===== src/rtl/code_enroller.sv =====
// code_enroller: writer side of the CI-LOCKER password path.
// An unlocked user enters a new BCD code twice from the switches; the code
// is committed to code_out only when both entries agree.
// Optional feature: define CODE_ENROLL_TIMEOUT_EN to abort an entry session
// after TIMEOUT_CYC cycles without an accepted digit.

module code_enroller #(
  parameter int unsigned DIGITS       = 4,
  parameter int unsigned DEBOUNCE_CYC = 500000,
  parameter logic [31:0] DEFAULT_CODE = 32'h0000_1009,
  parameter int unsigned TIMEOUT_CYC  = 500000000
) (
  input  logic                CLOCK_50,
  input  logic                reset,
  input  logic                key_prog,
  input  logic                key_enter,
  input  logic [3:0]          sw_digit,
  input  logic                unlock_ok,
  output logic [4*DIGITS-1:0] code_out,
  output logic                busy,
  output logic [1:0]          phase,
  output logic [2:0]          digit_idx,
  output logic                enroll_done,
  output logic                enroll_fail
);

  localparam int unsigned CODE_W = 4 * DIGITS;
  localparam int unsigned DB_W   = (DEBOUNCE_CYC > 1) ? $clog2(DEBOUNCE_CYC) : 1;
  localparam logic [DB_W-1:0] DB_LAST  = DB_W'(DEBOUNCE_CYC - 1);
  localparam logic [2:0]      IDX_LAST = 3'(DIGITS - 1);

  typedef enum logic [2:0] {
    S_IDLE,
    S_ENTRY1,
    S_ENTRY2,
    S_CHECK,
    S_COMMIT,
    S_FAIL
  } state_e;

  // ---------------------------------------------------------------------
  // Input synchronizers: bit 0 = key_prog, bit 1 = key_enter, [5:2] = sw
  // ---------------------------------------------------------------------
  logic [5:0] meta_q, meta_d;
  logic [5:0] sync_q, sync_d;

  // Two-stage synchronizer next values.
  always_comb begin
    meta_d = {sw_digit, key_enter, key_prog};
    sync_d = meta_q;
  end

  // Synchronizer flops; keys reset to their released (high) level.
  // NOTE: sequential state uses non-blocking (<=) so every flop samples
  // pre-edge values; reset here is synchronous, sampled on the clock edge.
  always_ff @(posedge CLOCK_50) begin
    if (!reset) begin
      meta_q <= 6'b000011;
      sync_q <= 6'b000011;
    end else begin
      meta_q <= meta_d;
      sync_q <= sync_d;
    end
  end

  // ---------------------------------------------------------------------
  // Debouncers (index 0 = prog, 1 = enter)
  // ---------------------------------------------------------------------
  logic [1:0]      deb_q, deb_d;
  logic [DB_W-1:0] cnt_q [2];
  logic [DB_W-1:0] cnt_d [2];
  logic            prog_pulse;
  logic            enter_pulse;
  logic [3:0]      digit;

  // Count consecutive disagreeing cycles; any agreement restarts the count.
  // NOTE: every always_comb output gets a default first so no path leaves
  // it unassigned, which would otherwise infer a latch.
  always_comb begin
    for (int k = 0; k < 2; k++) begin
      deb_d[k] = deb_q[k];
      cnt_d[k] = '0;
      if (sync_q[k] != deb_q[k]) begin
        if (cnt_q[k] == DB_LAST) begin
          deb_d[k] = sync_q[k];
        end else begin
          cnt_d[k] = cnt_q[k] + 1'b1;
        end
      end
    end
  end

  // Debounced levels and their stability counters.
  always_ff @(posedge CLOCK_50) begin
    if (!reset) begin
      deb_q <= 2'b11;
      for (int k = 0; k < 2; k++) cnt_q[k] <= '0;
    end else begin
      deb_q <= deb_d;
      for (int k = 0; k < 2; k++) cnt_q[k] <= cnt_d[k];
    end
  end

  // A press is the cycle the debounced level falls; release is silent.
  assign prog_pulse  = deb_q[0] & ~deb_d[0];
  assign enter_pulse = deb_q[1] & ~deb_d[1];
  assign digit       = sync_q[5:2];

  // ---------------------------------------------------------------------
  // Enrollment FSM
  // ---------------------------------------------------------------------
  state_e            state_q, state_d;
  logic [CODE_W-1:0] a_q, a_d;
  logic [CODE_W-1:0] b_q, b_d;
  logic [2:0]        idx_q, idx_d;
  logic [CODE_W-1:0] code_q, code_d;
  logic              busy_q, busy_d;
  logic [1:0]        phase_q, phase_d;
  logic              done_q, done_d;
  logic              fail_q, fail_d;
  logic              timed_out;

`ifdef CODE_ENROLL_TIMEOUT_EN
  localparam int unsigned TMO_W = (TIMEOUT_CYC > 1) ? $clog2(TIMEOUT_CYC) : 1;
  localparam logic [TMO_W-1:0] TMO_LAST = TMO_W'(TIMEOUT_CYC - 1);
  logic [TMO_W-1:0] tmo_q, tmo_d;

  assign timed_out = (tmo_q == TMO_LAST);

  // Inactivity counter: restarts on session start and on every enter press.
  always_comb begin
    tmo_d = '0;
    if ((state_q == S_ENTRY1 || state_q == S_ENTRY2) &&
        (state_d == S_ENTRY1 || state_d == S_ENTRY2) && !enter_pulse) begin
      tmo_d = tmo_q + 1'b1;
    end
  end

  // Inactivity counter register.
  always_ff @(posedge CLOCK_50) begin
    if (!reset) tmo_q <= '0;
    else        tmo_q <= tmo_d;
  end
`else
  assign timed_out = 1'b0;
`endif

  // Next state, shadow-register writes and registered output values.
  always_comb begin
    state_d = state_q;
    a_d     = a_q;
    b_d     = b_q;
    idx_d   = idx_q;
    code_d  = code_q;

    case (state_q)
      S_IDLE: begin
        if (prog_pulse) begin
          state_d = unlock_ok ? S_ENTRY1 : S_FAIL;
          idx_d   = '0;
        end
      end
      S_ENTRY1, S_ENTRY2: begin
        if (prog_pulse) begin
          state_d = S_FAIL;
        end else if (enter_pulse) begin
          if (digit > 4'd9) begin
            state_d = S_FAIL;
          end else begin
            for (int i = 0; i < int'(DIGITS); i++) begin
              if (idx_q == 3'(i)) begin
                if (state_q == S_ENTRY1) a_d[4*i +: 4] = digit;
                else                     b_d[4*i +: 4] = digit;
              end
            end
            if (idx_q == IDX_LAST) begin
              state_d = (state_q == S_ENTRY1) ? S_ENTRY2 : S_CHECK;
              idx_d   = '0;
            end else begin
              idx_d = idx_q + 3'd1;
            end
          end
        end else if (timed_out) begin
          state_d = S_FAIL;
          a_d     = '0;
          b_d     = '0;
        end
      end
      S_CHECK: begin
        if (a_q == b_q) begin
          state_d = S_COMMIT;
          code_d  = a_q;
        end else begin
          state_d = S_FAIL;
        end
      end
      S_COMMIT: state_d = S_IDLE;
      S_FAIL:   state_d = S_IDLE;
      default:  state_d = S_IDLE;
    endcase

    if (state_d != S_ENTRY1 && state_d != S_ENTRY2) idx_d = '0;

    busy_d  = (state_d != S_IDLE);
    phase_d = (state_d == S_ENTRY1) ? 2'd1 :
              (state_d == S_ENTRY2) ? 2'd2 : 2'd0;
    done_d  = (state_d == S_COMMIT);
    fail_d  = (state_d == S_FAIL);
  end

  // FSM state, shadow registers, committed code and output flops.
  // NOTE: the shadow registers are cleared at reset so a half-entered code
  // can never leak into a later comparison.
  always_ff @(posedge CLOCK_50) begin
    if (!reset) begin
      state_q <= S_IDLE;
      a_q     <= '0;
      b_q     <= '0;
      idx_q   <= '0;
      code_q  <= DEFAULT_CODE[CODE_W-1:0];
      busy_q  <= 1'b0;
      phase_q <= 2'd0;
      done_q  <= 1'b0;
      fail_q  <= 1'b0;
    end else begin
      state_q <= state_d;
      a_q     <= a_d;
      b_q     <= b_d;
      idx_q   <= idx_d;
      code_q  <= code_d;
      busy_q  <= busy_d;
      phase_q <= phase_d;
      done_q  <= done_d;
      fail_q  <= fail_d;
    end
  end

  assign code_out    = code_q;
  assign busy        = busy_q;
  assign phase       = phase_q;
  assign digit_idx   = idx_q;
  assign enroll_done = done_q;
  assign enroll_fail = fail_q;

endmodule


===== config.mk =====
export PLATFORM = sky130hd
export DESIGN_NAME = code_enroller
export DESIGN_NICKNAME = d
export VERILOG_FILES = /design/src/rtl/code_enroller.sv
export SDC_FILE = /design/constraint.sdc
export NUM_CORES = 1
export LEC_CHECK = 0
export CAP_MARGIN = 20
export CELL_PAD_IN_SITES_DETAIL_PLACEMENT = 1
export CELL_PAD_IN_SITES_GLOBAL_PLACEMENT = 2
export CORE_AREA = 2 2 122 124
export CTS_BUF_LIST = sky130_fd_sc_hd__clkbuf_16
export DETAILED_ROUTE_END_ITERATION = 12
export DIE_AREA = 0 0 124 126
export PLACE_DENSITY_LB_ADDON = 0.1
export SLEW_MARGIN = 20
export SYNTH_ARGS = -nofsm -noshare
export SYNTH_HDL_FRONTEND = slang
export SYNTH_SLANG_ARGS = --single-unit

===== constraint.sdc =====
create_clock -name CLOCK_50 -period 2.25 [get_ports CLOCK_50]
set_clock_uncertainty 0.05 [all_clocks]
set_input_delay 0.3375 -clock CLOCK_50 [delete_from_list [all_inputs] [get_ports CLOCK_50]]
set_output_delay 0.3375 -clock CLOCK_50 [all_outputs]
set_load 0.05 [all_outputs]

After elaboration in Yosys (flattened, before gate mapping)
Memory sizes are Yosys's and may differ from the RTL's.
Index checks and enable logic that the tools add are counted.
{ "word_totals": {"reg_bits": 73, "ramBits": 38, "inputBits": 9, "out_inout_bits": 24, "elab_cells": 102, "mem_count": 1} }
{ "op_classes": {"n_addsub": 3, "n_lt_le_gt_ge": 1, "n_eq_ne": 21, "mux": 29, "bitwise": 10, "n_reduce_logical": 18} }
{ "mem_list": {"columns": ["memory", "depth", "word_bits", "rd", "rd_clocked_by_memory_dff", "write_ports", "line", "text"], "rows": [
  ["cnt_q", 2, 19, 2, 0, 2, "70", "logic [DB_W-1:0] cnt_q [2];"]
]} }
{ "ops": {"columns": ["op", "count"], "rows": [
  ["$mux W19", 6],
  ["$reduce_and A6 Y1", 8],
  ["$add A19 B1 Y19 const B", 2],
  ["$eq A19 B19 Y1 const B", 2],
  ["$mux W3", 11],
  ["$eq A16 B16 Y1", 1],
  ["$eq A3 B2 Y1 const B", 5],
  ["$eq A3 B1 Y1 const B", 3],
  ["$mux W1", 9],
  ["$pmux W3 S3", 1],
  ["$ne A2 B2 Y1 const B", 4],
  ["$eq A3 B3 Y1 const B", 2],
  ["$logic_not A3 Y1", 2],
  ["$not A1 Y1", 6],
  ["$pmux W3 S2", 1],
  ["$reduce_or A2 Y1", 3],
  ["$reduce_and A5 Y1", 1],
  ["$gt A4 B4 Y1 const B", 1],
  ["$add A3 B1 Y3 const B", 1],
  ["$ne A3 B1 Y1 const B", 1],
  ["$ne A3 B2 Y1 const B", 1],
  ["$reduce_bool A3 Y1", 1],
  ["$and A1 B1 Y1", 2],
  ["$mux W2", 1],
  ["other kinds (5)", 7]
]} }

Depth between registers and ports, before layout
An unclocked memory read counts as a cell.
{ "logic_depth": {"ltp_word": 12, "mapped_depth": 8, "ltp_nobuf": 8} }

Worst setup path before layout
No wires, ideal clock.
{ "synth_path": {"path_kind": "flip-flop to flip-flop", "from": "memory cnt_q[0][12] in the netlist's numbering", "to": "register a_q[0]", "setup_time_ps": 72, "arrival_time_ps": 2008, "required_ps": 2128, "setup_slack_ps": 120, "path_stages_with_launch": 8, "n_path_buf": 1, "synth_period_minus_slack_ps": 2130, "path_cell_list": "dfxtp_1 or4_1 or3_1 o2111a_2 and3_4 buf_6 nand3b_4 mux2i_1"} }
{ "synth_rtl": {"columns": ["item", "line", "text"], "rows": [
  ["start: declaration", "70", null],
  ["end signal: assignment", "217", "a_q <= '0;"],
  ["end signal: assignment", "227", "a_q <= a_d;"],
  ["end: declaration", "113", "logic [CODE_W-1:0] a_q, a_d;"]
]} }

==> flow_metrics.py <==
metrics = {
    "status": {
        "status": "finished clean",
    },
    "die": {
        "num_rows": 44,
        "pin_count": 33,
        "die_w_microns": 124,
        "die_height_microns": 126,
        "start_util": 0.335,
        "die-area_sq_um": 15600,
        "core_sq_um": 14300,
    },
    "detailed_routing": {
        "detail_route.wl_per_cell_microns": 15.3,
        "vias_per_cell": 4.77,
        "dr.pass1.iters": 4,
        "route.detailed.drc": 0,
        "initialDrtViolationCount": 107,
        "vias": 3550,
        "postRouteAntennaNets": 0,
        "drt_wl_total_microns": 11400,
    },
    "worst_setup_path": {
        "path_buf_inv": 0,
        "worstPathMaxFanout": 4,
        "slowest_delay_ns": 0.53,
        "crit_chain": "or4_4, or3_4, o2111a_2, and3_4, nand3b_4, mux2i_1",
        "required_ns": 2.48,
        "crit_slowest_cell": "or4_4",
        "critPathKind": "reg -> reg",
        "setup.worst_path.start": "cnt_q[0][11]$_SDFF_PP0_",
        "critical_path_arrival_ns": 2.44,
        "endpoint_kind": "flop",
        "critPathTopFamily": "simple AND/OR/NAND/NOR gates",
        "start_kind": "flop",
        "r2r-start": "cnt_q[0][11]$_SDFF_PP0_",
    },
    "synthesis": {
        "ys_seq_area_frac": 0.463,
        "synthTopCellsByArea": "dfxtp_1 (46%), mux2i_1 (10%), nand2_1 (4.8%)",
        "yosysTopAreaCell": "dfxtp_1",
        "ys_seq_elements": 111,
        "syn_area_sq_um": 4790,
        "synth_cells": 498,
        "synth_fp_nets": 513,
        "syn_avg_cell_area_sq_um": 9.63,
        "async_flop_share": 0,
        "synth_ff_type": "dfxtp_1",
        "netlist.area_leader.share": 0.463,
        "yosys_warnings": 0,
        "ys_types": 55,
        "synth-edff-count": 0,
    },
    "pwr": {
        "power_mw": 3.80,
        "clockPowerShare": 0.460,
        "ir_drop_mv": 0.418,
        "power_frac_seq": 0.521,
        "power.internal_mw": 2.98,
        "switching_power_mw": 0.811,
        "p_sw_frac": 0.214,
        "total_leakage_power_nw": 2.17,
        "powerDensity_nw_per_um2": 643,
        "p_comb_frac": 0.019,
    },
    "clocking": {
        "cts_buffers": 9,
        "cts_root_buffer": "clkbuf_16",
        "tritoncts": "built",
        "clk_pin_slew_worst_paths_ns": 0.07,
        "clock_sinks": 111,
        "clk_latency_ns": 0.36,
        "clk_path_buf_depth": 2,
        "hold_buffers": 0,
        "htreeDepth": 3,
    },
    "sta": {
        "rsz0062_at_grt": "yes",
        "hold_viol": 0,
        "timing.fmax_mhz": 452,
        "drv_slew": 0,
        "final.period_utilization": 0.983,
        "fin_ws_ns": 0.0385,
        "finalSetupViolCount": 0,
        "slew_headroom": 0.664,
        "min_period_ns": 2.21,
        "max_slew.worst_pin.slew_ns": 0.503,
    },
    "cells_and_area": {
        "multi_input_area_sq_um": 2510,
        "regArea_sq_um": 2220,
        "finalNetCount": 571,
        "drive_above_1_share": 0.144,
        "n_fill_cell": 1650,
        "area_growth_pct": 23.1,
        "diodes": 0,
    },
    "global_routing": {
        "grt_usage": 0.155,
        "grt_max_degree": 36,
        "grt-ovfl-total": 0,
        "grt_pass1_wl_microns": 18700,
        "antenna_found_initial": 0,
        "grt_pass1_vias": 3736,
    },
    "worst_hold_path": {
        "hp-class": "in -> reg",
        "hp-start": "reset",
    },
    "placed_design": {
        "hpwl_microns": 8450,
        "gp_congestion": 0.770,
        "io_buffers": 32,
        "place_ws_ns": 0.0234,
    },
    "flow_run": {
        "maxCapViolCount": 0,
    },
}
cell type report:
type | instances | share of cell area
multi-input cells | 358 | 0.425
flip-flops and latches | 111 | 0.377
repair buffers | 63 | 0.0967
well taps | 184 | 0.0390
clock buffers | 9 | 0.0382
clock inverters | 7 | 0.0163
inverters | 13 | 0.00827
path summary, 6_finish.rpt:
path                                             end  slack (ns)  cells after the start
worst min register to register  sync_q[0]$_SDFF_PN1_        0.37                      1
worst min-delay path             deb_q[0]$_SDFF_PN1_        0.19                      2
worst max-delay path             a_q[4]$_SDFFE_PN0P_        0.04                      6
worst max register to register   a_q[4]$_SDFFE_PN0P_        0.04                      6
state kept, by name, summed over array words and instances, names as in the netlist, 2 cells and up:
signal and count:
cnt_q 38, state_q 3, a_q 16, phase 2, digit_idx 3, b_q 16
sync_q 6, deb_q 2, meta_q 6, code_out 16
cell usage after synthesis, types with 5 or more instances:
library cell and n:
clkbuf_1 12, o21ai_0 7, nand2_1 61, a21oi_1 7, xnor2_1 23, inv_1 12
nor2b_1 19, nor2_1 50, dfxtp_1 111, nor3_1 5, and2_1 8, xor2_1 25
nand3_1 19, mux2i_1 49, nand4_1 11, and3_1 5, nand2b_1 7, ha_1 6
or3_1 7
power by group through the flow:
stage	clock network (mW)	logic, mW	registers, mW
after detailed placement	0	0.0739	2.02
after global placement	0	0.0732	2.02
after floorplan	0	0.0409	2.02
final	1.74	0.0727	1.98
after CTS	1.81	0.0743	1.98
after global routing	1.88	0.0812	1.98
per-stage QoR:
| step | instances | instance area [sq um] | TNS (ns) | hold slack, ns | utilization |
|---|---|---|---|---|---|
| 3_5_place_dp | 725 | 5490 | 0 | 0.351 | 0.384 |
| 2_1_floorplan | 498 | 4790 | 0 | 0.336 | - |
| 5_1_grt | 745 | 5900 | -0.138 | 0.195 | 0.412 |
| 6_report | 745 | 5900 | 0 | 0.195 | 0.412 |
| 4_1_cts | 742 | 5820 | 0 | 0.191 | 0.407 |
| 3_3_place_gp | 725 | 5490 | 0 | 0.354 | 0.384 |
cells by family (layout without fill, tap and decap cells):
group | count (synthesis) | count (layout) | share of synthesized area
adder cells (fa/ha/maj) | 7 | 7 | 0.0177
flip-flops | 111 | 111 | 0.463
AND/OR/NAND/NOR | 222 | 222 | 0.258
multiplexers | 49 | 49 | 0.102
XOR/XNOR | 48 | 48 | 0.0877
AO/OA/AOI/OAI | 32 | 32 | 0.0457
buffers and inverters | 29 | 92 | 0.0250
routing by layer:
layer,wire length [microns],share of wire,global-route usage,up-vias
met5,0,0,0,-
met4,121,0.011,0.0476,0
met3,234,0.021,0.0326,9
met2,5930,0.52,0.279,21
met1,5090,0.45,0.182,1711
li1,-,-,-,1809
layout by cell type (no fill, tap or decap), drive strengths merged, types with 4 or more instances in the layout:
cell / count
dfxtp: 111
nand2: 62
nor2: 52
mux2i: 49
buf: 33
clkdlybuf4s50: 30
xor2: 25
xnor2: 23
nand3: 20
nor2b: 19
inv: 13
nand4: 11
clkbuf: 9
and2: 8
o21ai: 8
nand2b: 7
a21oi: 7
or3: 7
and3: 6
nor3: 6
ha: 6
nor4: 5
clkinv: 5
or4: 4
or2: 4
what timing repair did:
item,CTS,global route
setup buffers,1,3
pin swaps,0,9
cloned,0,0
setup endpoints to repair,2,34
gates resized for setup,0,15
(Power assumes the default switching activity.)
